**src/rtl/flex_counter_pkg.sv**
```systemverilog
// Shared types for the up/down flex counter: step direction and range-end behaviour.
package flex_counter_pkg;

    localparam int DEFAULT_SIZE = 4;

    typedef enum logic {
        DIR_DOWN = 1'b0,
        DIR_UP   = 1'b1
    } cnt_dir_t;

    typedef enum logic {
        MODE_WRAP = 1'b0,
        MODE_SAT  = 1'b1
    } cnt_mode_t;

endpackage

```
**src/rtl/flex_counter_nxt.sv**
```systemverilog
// Combinational next-count for one enabled step within the range [1, rollover_val],
// flagging when the step wrapped from one end of the range to the other.
module flex_counter_nxt
    import flex_counter_pkg::*;
#(
    parameter int SIZE = DEFAULT_SIZE
) (
    input  logic [SIZE-1:0] count,
    input  logic [SIZE-1:0] rollover_val,
    input  cnt_dir_t        dir,
    input  cnt_mode_t       mode,
    output logic [SIZE-1:0] nxt,
    output logic            wrapped
);

    localparam logic [SIZE-1:0] ONE = SIZE'(1);

    always_comb begin
        // NOTE: every output gets a default first so no path through the branches infers a latch.
        nxt     = count;
        wrapped = 1'b0;
        if (rollover_val == '0) begin
            nxt = '0;
        end else if (count == '0) begin
            nxt = (dir == DIR_UP) ? ONE : rollover_val;
        end else if (dir == DIR_UP) begin
            if (count < rollover_val) begin
                nxt = count + ONE;
            end else if (mode == MODE_WRAP) begin
                nxt     = ONE;
                wrapped = 1'b1;
            end else begin
                nxt = rollover_val;
            end
        end else begin
            // Counts above the bound fall back into range through plain decrement.
            if (count > ONE) begin
                nxt = count - ONE;
            end else if (mode == MODE_WRAP) begin
                nxt     = rollover_val;
                wrapped = 1'b1;
            end else begin
                nxt = ONE;
            end
        end
    end

endmodule

```
**src/rtl/flex_counter_ud.sv**
```systemverilog
// Up/down counter with clear/load priority, wrap or saturate mode, and registered
// rollover/min flags plus a one-cycle wrap pulse aligned with count_out.
module flex_counter_ud
    import flex_counter_pkg::*;
#(
    parameter int SIZE = DEFAULT_SIZE
) (
    input  logic            clk,
    input  logic            n_rst,
    input  logic            clear,
    input  logic            count_enable,
    input  logic            count_up,
    input  logic            saturate,
    input  logic            load,
    input  logic [SIZE-1:0] load_val,
    input  logic [SIZE-1:0] rollover_val,
    output logic [SIZE-1:0] count_out,
    output logic            rollover_flag,
    output logic            min_flag,
    output logic            wrap_pulse
);

    localparam logic [SIZE-1:0] ONE = SIZE'(1);

    logic [SIZE-1:0] step_nxt;
    logic            step_wrapped;
    logic [SIZE-1:0] cnt_d;
    logic            wrap_d;
    logic            roll_d;
    logic            min_d;

    flex_counter_nxt #(.SIZE(SIZE)) u_nxt (
        .count        (count_out),
        .rollover_val (rollover_val),
        .dir          (cnt_dir_t'(count_up)),
        .mode         (cnt_mode_t'(saturate)),
        .nxt          (step_nxt),
        .wrapped      (step_wrapped)
    );

    always_comb begin
        cnt_d  = count_out;
        wrap_d = 1'b0;
        if (clear) begin
            cnt_d = '0;
        end else if (load) begin
            cnt_d = load_val;
        end else if (count_enable) begin
            cnt_d  = step_nxt;
            wrap_d = step_wrapped;
        end
    end

    // Flags are derived from the value about to be registered, so they line up with count_out.
    assign roll_d = (cnt_d == rollover_val) && (rollover_val != '0);
    assign min_d  = (cnt_d == ONE);

    always_ff @(posedge clk or negedge n_rst) begin
        // NOTE: non-blocking assignments keep every register sampling pre-edge values.
        if (!n_rst) begin
            count_out     <= '0;
            rollover_flag <= 1'b0;
            min_flag      <= 1'b0;
            wrap_pulse    <= 1'b0;
        end else begin
            count_out     <= cnt_d;
            rollover_flag <= roll_d;
            min_flag      <= min_d;
            wrap_pulse    <= wrap_d;
        end
    end

endmodule

```
**config.mk**
```make
export PLATFORM = sky130hd
export DESIGN_NAME = flex_counter_ud
export DESIGN_NICKNAME = d
export VERILOG_FILES = /design/src/rtl/flex_counter_pkg.sv /design/src/rtl/flex_counter_nxt.sv /design/src/rtl/flex_counter_ud.sv
export SDC_FILE = /design/constraint.sdc
export NUM_CORES = 1
export LEC_CHECK = 0
export CELL_PAD_IN_SITES_DETAIL_PLACEMENT = 0
export CELL_PAD_IN_SITES_GLOBAL_PLACEMENT = 2
export CORE_MARGIN = 5
export CORE_UTILIZATION = 28
export DETAILED_ROUTE_END_ITERATION = 7
export PLACE_DENSITY_LB_ADDON = 0.12
export SETUP_SLACK_MARGIN = 0.2
export SYNTH_ARGS = -nofsm -noshare
export SYNTH_HDL_FRONTEND = slang
export SYNTH_SLANG_ARGS = --single-unit
```
**constraint.sdc**
```tcl
create_clock -name clk -period 3 [get_ports clk]
set_input_delay 0.45 -clock clk [delete_from_list [all_inputs] [get_ports clk]]
set_output_delay 0.45 -clock clk [all_outputs]
set_load 0.02 [all_outputs]
```
# Word level (Yosys, flattened, before mapping)
# Cells that the tools add are included.
dict set report op_classes {
  n_addsub 2
  multipliers 0
  div 0
  order_cmp 2
  eq_ne 2
  n_shift 0
  mux 20
  bitwise_logic 0
  reduce_logical 4
}
# op n
set op_table {}
lappend op_table {{$mux W4} 11}
lappend op_table {{$mux W1} 9}
lappend op_table {{$logic_not A4 Y1} 2}
lappend op_table {{$add A4 B1 Y4 const B} 1}
lappend op_table {{$eq A4 B1 Y1 const B} 1}
lappend op_table {{$eq A4 B4 Y1} 1}
lappend op_table {{$gt A4 B1 Y1 const B} 1}
lappend op_table {{$lt A4 B4 Y1} 1}
lappend op_table {{$reduce_bool A4 Y1} 1}
lappend op_table {{$sub A4 B1 Y4 const B} 1}
lappend op_table {{$logic_and A1 B1 Y1} 1}
dict set report totals {
  regBits 7
  latchBits 0
  ramBits 0
  romBits 0
  in_bits 15
  out_inout_bits 7
  wordCells 34
  n_memories 0
}

# Logic depth before layout (Yosys ltp)
dict set report logic_depth {
  depth_word 10
  mapped_depth 9
  depth_no_buf 9
}

# Cells and area by module
# From an unflattened synthesis, not the netlist that was laid out.
dict set report unflattened {
  cells_unflattened 101
  hier_area_um2 848.3
}
# mod instances cells_per_inst area_each_um2 seq_area_each_um2
set modules_own_cells {}
lappend modules_own_cells {flex_counter_nxt 1 63 439.2 0.0}
lappend modules_own_cells {flex_counter_ud 1 38 409.1 175.2}

# Worst setup path before layout
# OpenSTA, ideal clock, no wires.
dict set report synth_timing {
  path_kind {flip-flop to flip-flop}
  start {reg count_out[1]}
  end {reg min_flag}
  t_arrival_ns 2.207
  required_ns 2.905
  slack_ns 0.698
  path_stages_with_launch 8
  path_cell_list {dfrtp_1 ha_1 a2111o_1 and4_4 o32a_1 a211oi_2 nor3_1 nor4b_2}
}
dict set report synth_between {
  elab_chain_cells 9
}
# element line_no
set synth_lines {}
lappend synth_lines {{from (decl)} flex_counter_ud.sv:17} ;# output logic [SIZE-1:0] count_out,
lappend synth_lines {{from (signal assigned)} flex_counter_ud.sv:66} ;# count_out <= cnt_d;
lappend synth_lines {{$sub A4 B1 Y4, or another cell as far along} flex_counter_nxt.sv:38} ;# nxt = count - ONE;
lappend synth_lines {{$mux W4 (on tied branches)} {flex_counter_nxt.sv:37, flex_counter_nxt.sv:27}}
lappend synth_lines {{$mux W4} flex_counter_nxt.sv:26} ;# end else if (dir == DIR_UP) begin
lappend synth_lines {{$mux W4 *} flex_counter_nxt.sv:24} ;# end else if (count == '0) begin
lappend synth_lines {{$mux W4 *} flex_counter_nxt.sv:22} ;# if (rollover_val == '0) begin
lappend synth_lines {{$mux W4 *} flex_counter_ud.sv:48} ;# end else if (count_enable) begin
lappend synth_lines {{$mux W4 *} flex_counter_ud.sv:46} ;# end else if (load) begin
lappend synth_lines {{$mux W4 *} flex_counter_ud.sv:44} ;# if (clear) begin
lappend synth_lines {{named net cnt_d[3]} flex_counter_ud.sv:27} ;# logic [SIZE-1:0] cnt_d;
lappend synth_lines {{$eq A4 B1 Y1 *} flex_counter_ud.sv:56} ;# assign min_d = (cnt_d == ONE);
lappend synth_lines {{named net min_d} flex_counter_ud.sv:30} ;# logic min_d;
lappend synth_lines {{to (signal assigned)} flex_counter_ud.sv:68} ;# min_flag <= min_d;
lappend synth_lines {{to (decl)} flex_counter_ud.sv:19} ;# output logic min_flag,
# Mark *: on every way through the listed nets, which the timed path passes. The rest lies on a longest branch.

# Worst setup path after layout
dict set report layout_timing {
  start {in rollover_val[2]}
  end {reg rollover_flag}
}
dict set report layout_between {
  elab_chain_cells 10
}
# element line_no
set layout_lines {}
lappend layout_lines {{from (decl)} flex_counter_ud.sv:16} ;# input logic [SIZE-1:0] rollover_val,
lappend layout_lines {{$lt A4 B4 Y1, or another cell as far along} flex_counter_nxt.sv:27} ;# if (count < rollover_val) begin
lappend layout_lines {{$mux W4 (on tied branches)} {flex_counter_nxt.sv:27, flex_counter_nxt.sv:37}}
lappend layout_lines {{$mux W4} flex_counter_nxt.sv:26}
lappend layout_lines {{$mux W4} flex_counter_nxt.sv:24}
lappend layout_lines {{$mux W4} flex_counter_nxt.sv:22}
lappend layout_lines {{$mux W4} flex_counter_ud.sv:48}
lappend layout_lines {{$mux W4} flex_counter_ud.sv:46}
lappend layout_lines {{$mux W4} flex_counter_ud.sv:44}
lappend layout_lines {{$eq A4 B4 Y1} flex_counter_ud.sv:55} ;# assign roll_d = (cnt_d == rollover_val) && (rollover_val != '0);
lappend layout_lines {{$logic_and A1 B1 Y1 *} flex_counter_ud.sv:55}
lappend layout_lines {{named net roll_d} flex_counter_ud.sv:29} ;# logic roll_d;
lappend layout_lines {{to (signal assigned)} flex_counter_ud.sv:67} ;# rollover_flag <= roll_d;
lappend layout_lines {{to (decl)} flex_counter_ud.sv:18} ;# output logic rollover_flag,
# Marks and branches as above.

==> metrics.cfg <==
[cts]
htreeDepth = 1
cts_root_buf = clkbuf_4
clk_latency_ns = 0.24
cts.sinks = 7
numCtsBuffers = 3
clock_path_buffers = 2
cts.reportedPaths.clkPinSlew_ns = 0.05
cts_tree = yes
ctsHoldBuffers = 0

[sta]
max_freq_mhz = 366
tightest_slew_ns = 0.416
drv_slew = 0
clock_skew_ns = 0.000308
fin_crit_sh = 0.911
setup-violations-final = 0
hold_violations = 0
worst_slack_ns = 0.268
fin_setup_tns_ns = 0
slew_headroom = 0.722
rsz0062_at_grt = yes
fin_crit_ns = 2.73

[global_route]
grt_max_degree = 15
grt_pass1_vias = 1049
overflow = 0
grt_pass1_wl_mm = 5.05
grt_usage = 0.141
antenna_found_initial = 0

[cells_and_area]
multiInputGateArea_um2 = 717
fin_nets = 182
seq_area_um2 = 175
antenna_cells = 0
fillers = 370
syn_to_final_growth_pct = 41.8
drive_above_1_share = 0.182

[synth]
synth_seq_cells = 7
synthMuxAreaShare = 0.0315
postSynth.asyncResetShare = 1.00
syn-num-nets = 146
yosysUniqueCellTypes = 46
ys.flop_type = dfrtp_1
yosys.area_share.simple = 0.281
synth_area_um2 = 952
synth_compound_area_frac = 0.321
ys_warn_count = 0
synth-adder-area-share = 0.0920
synthXorXnorAreaFrac = 0.0184
seq_area_frac_synth = 0.184
synth.avg_cell_area_um2 = 7.68
postSynthCellCount = 124
synth_top_family_by_area = compound AO/OA/AOI/OAI gates
synth-edff-count = 0

[setup_path]
critPathArrivalTime_ns = 2.86
worstReg2RegStart = count_out[1]
max_stage_delay_ns = 0.48
cp-startpoint = rollover_val[2]
crit_chain = clkdlybuf4s50_1 > inv_1 > ha_1 > a2111o_1 > buf_4 > and2_1 > o311ai_2 > mux2i_1 > o2bb2ai_1 > nor4_1
cp-start-kind = input pin
crit_path_end_kind = flip-flop
path_class = in2reg
path_max_fanout = 4
critical_path.slowest_cell = clkdlybuf4s50_1
r2r_cells = 8
worstPathRequired_ns = 3.13

[power]
power.density_nw_per_um2 = 310
cellLeakagePower_uw = 0.000603
ir_drop_v = 0.0000795

[detailed_routing]
vias = 1068
firstDrtPassIters = 4
drtIter0Drc = 55
routed_wl_mm = 3.10
drc = 0
wl_per_cell_um = 15.1
viasPerCell = 5.21
ant_nets = 0

[placed_design]
gp_congestion = 0.907
dp_hpwl_mm = 2.48
post-place-ws_ns = 0.0663
port_buffers = 21

[run]
max_cap_violations = 0

[floorplan]
initial_utilization = 0.288
io_pins = 22
die_w_um = 68.3
die_y_um = 68.3
core_um2 = 3310
row_count = 21
fp.dieArea_um2 = 4670

[worst_hold_path]
hold_path_class = in2async

[outcome]
status = finished clean

==> synth_stat cells, types with 2 or more instances <==
master	instances	area (µm²)
nand3_1	2	10.0
ha_1	7	87.6
nor2b_1	2	12.5
nor3_1	12	60.1
a21o_1	2	15.0
clkbuf_1	4	15.0
a21boi_0	2	15.0
o21ai_0	9	45.0
nor3b_1	2	15.0
nand2b_1	3	18.8
a21oi_1	10	50.1
inv_1	11	41.3
nor2_1	7	26.3
and2_1	2	12.5
nor4_1	2	12.5
xor2_1	2	17.5
nand4_1	2	12.5
dfrtp_1	7	175
a22oi_1	2	15.0
nand2_1	4	15.0
a221o_1	2	20.0
mux2i_1	3	30.0
o211a_1	2	20.0
==> final cells by class <==
class	count	area share
multi-input cells	100	0.531
inverters	11	0.0306
repair buffers	37	0.247
clock buffers	4	0.0195
well taps	46	0.0426
flip-flops and latches	7	0.130
==> timing repair <==
| item | in CTS | in global routing |
|---|---|---|
| endpoints found under the setup margin | 0 | 2 |
| setup buffers | 0 | 3 |
| gates resized for setup | 0 | 6 |
==> flip-flops by register name (all words and copies together), names as in the netlist <==
| signal | count |
|---|---|
| count_out | 4 |
| wrap_pulse | 1 |
| min_flag | 1 |
| rollover_flag | 1 |
==> cells by family after synthesis <==
family,Yosys count
simple gates,46
compound gates,42
buf+inv,17
fa+ha+maj,7
flops,7
mux,3
xor+xnor,2
==> layer usage <==
layer	GRT usage	part of all wire	vias up
li1	-	-	538
met2	0.243	0.49	32
met3	0.0115	0.051	0
met4	0.0273	0	0
met1	0.192	0.46	498
met5	0	0	-
==> path summary, 6_finish.rpt <==
check,end,slack [ns]
worst max-delay path,rollover_flag,0.27
worst min-delay path,rollover_flag,0.45
worst max register to register,rollover_flag,0.44
worst min register to register,count_out[2],0.89
max in group asynchronous,count_out[0],2.32
min in group clk,count_out[2],0.89
==> critical path: cells and delay by family <==
kind / cells / cell delay [ns]
AO/OA/AOI/OAI: 3 / 0.86
AND/OR/NAND/NOR: 2 / 0.37
multiplexers: 1 / 0.23
buffers and inverters: 3 / 0.73
adder cells (fa/ha/maj): 1 / 0.22
==> cell usage in the layout, fill, tap and decap left out, types with 3 or more instances in the layout <==
| master | instances |
|---|---|
| clkdlybuf4s50_1 | 20 |
| buf_4 | 16 |
| nor3_1 | 11 |
| inv_1 | 10 |
| a21oi_1 | 10 |
| o21ai_0 | 9 |
| ha_1 | 7 |
| dfrtp_1 | 7 |
| nor2_1 | 6 |
| nand2_1 | 4 |
| nand2b_1 | 3 |
| mux2i_1 | 3 |
| clkbuf_4 | 3 |
==> where the power goes <==
group          internal [µW]  total [µW]  switching [µW]
clock network           50.7        84.0            33.4
registers                101         114            13.5
logic                    107         220             113
total                    259         419             160
==> stage by stage <==
| step | hold WS (ns) | util | std cells | instance area, µm² | total power [µW] |
|---|---|---|---|---|---|
| final | 0.454 | 0.408 | 205 | 1350 | 419 |
| after global routing | 0.469 | 0.408 | 205 | 1350 | 451 |
| after CTS | 0.456 | 0.398 | 202 | 1320 | 411 |
| after detailed placement | 0.721 | 0.390 | 198 | 1290 | 324 |
| after global placement | 0.716 | 0.390 | 198 | 1290 | 326 |
| after floorplan | 0.154 | - | 124 | 952 | 234 |
Power figures use the tool's default switching activity.
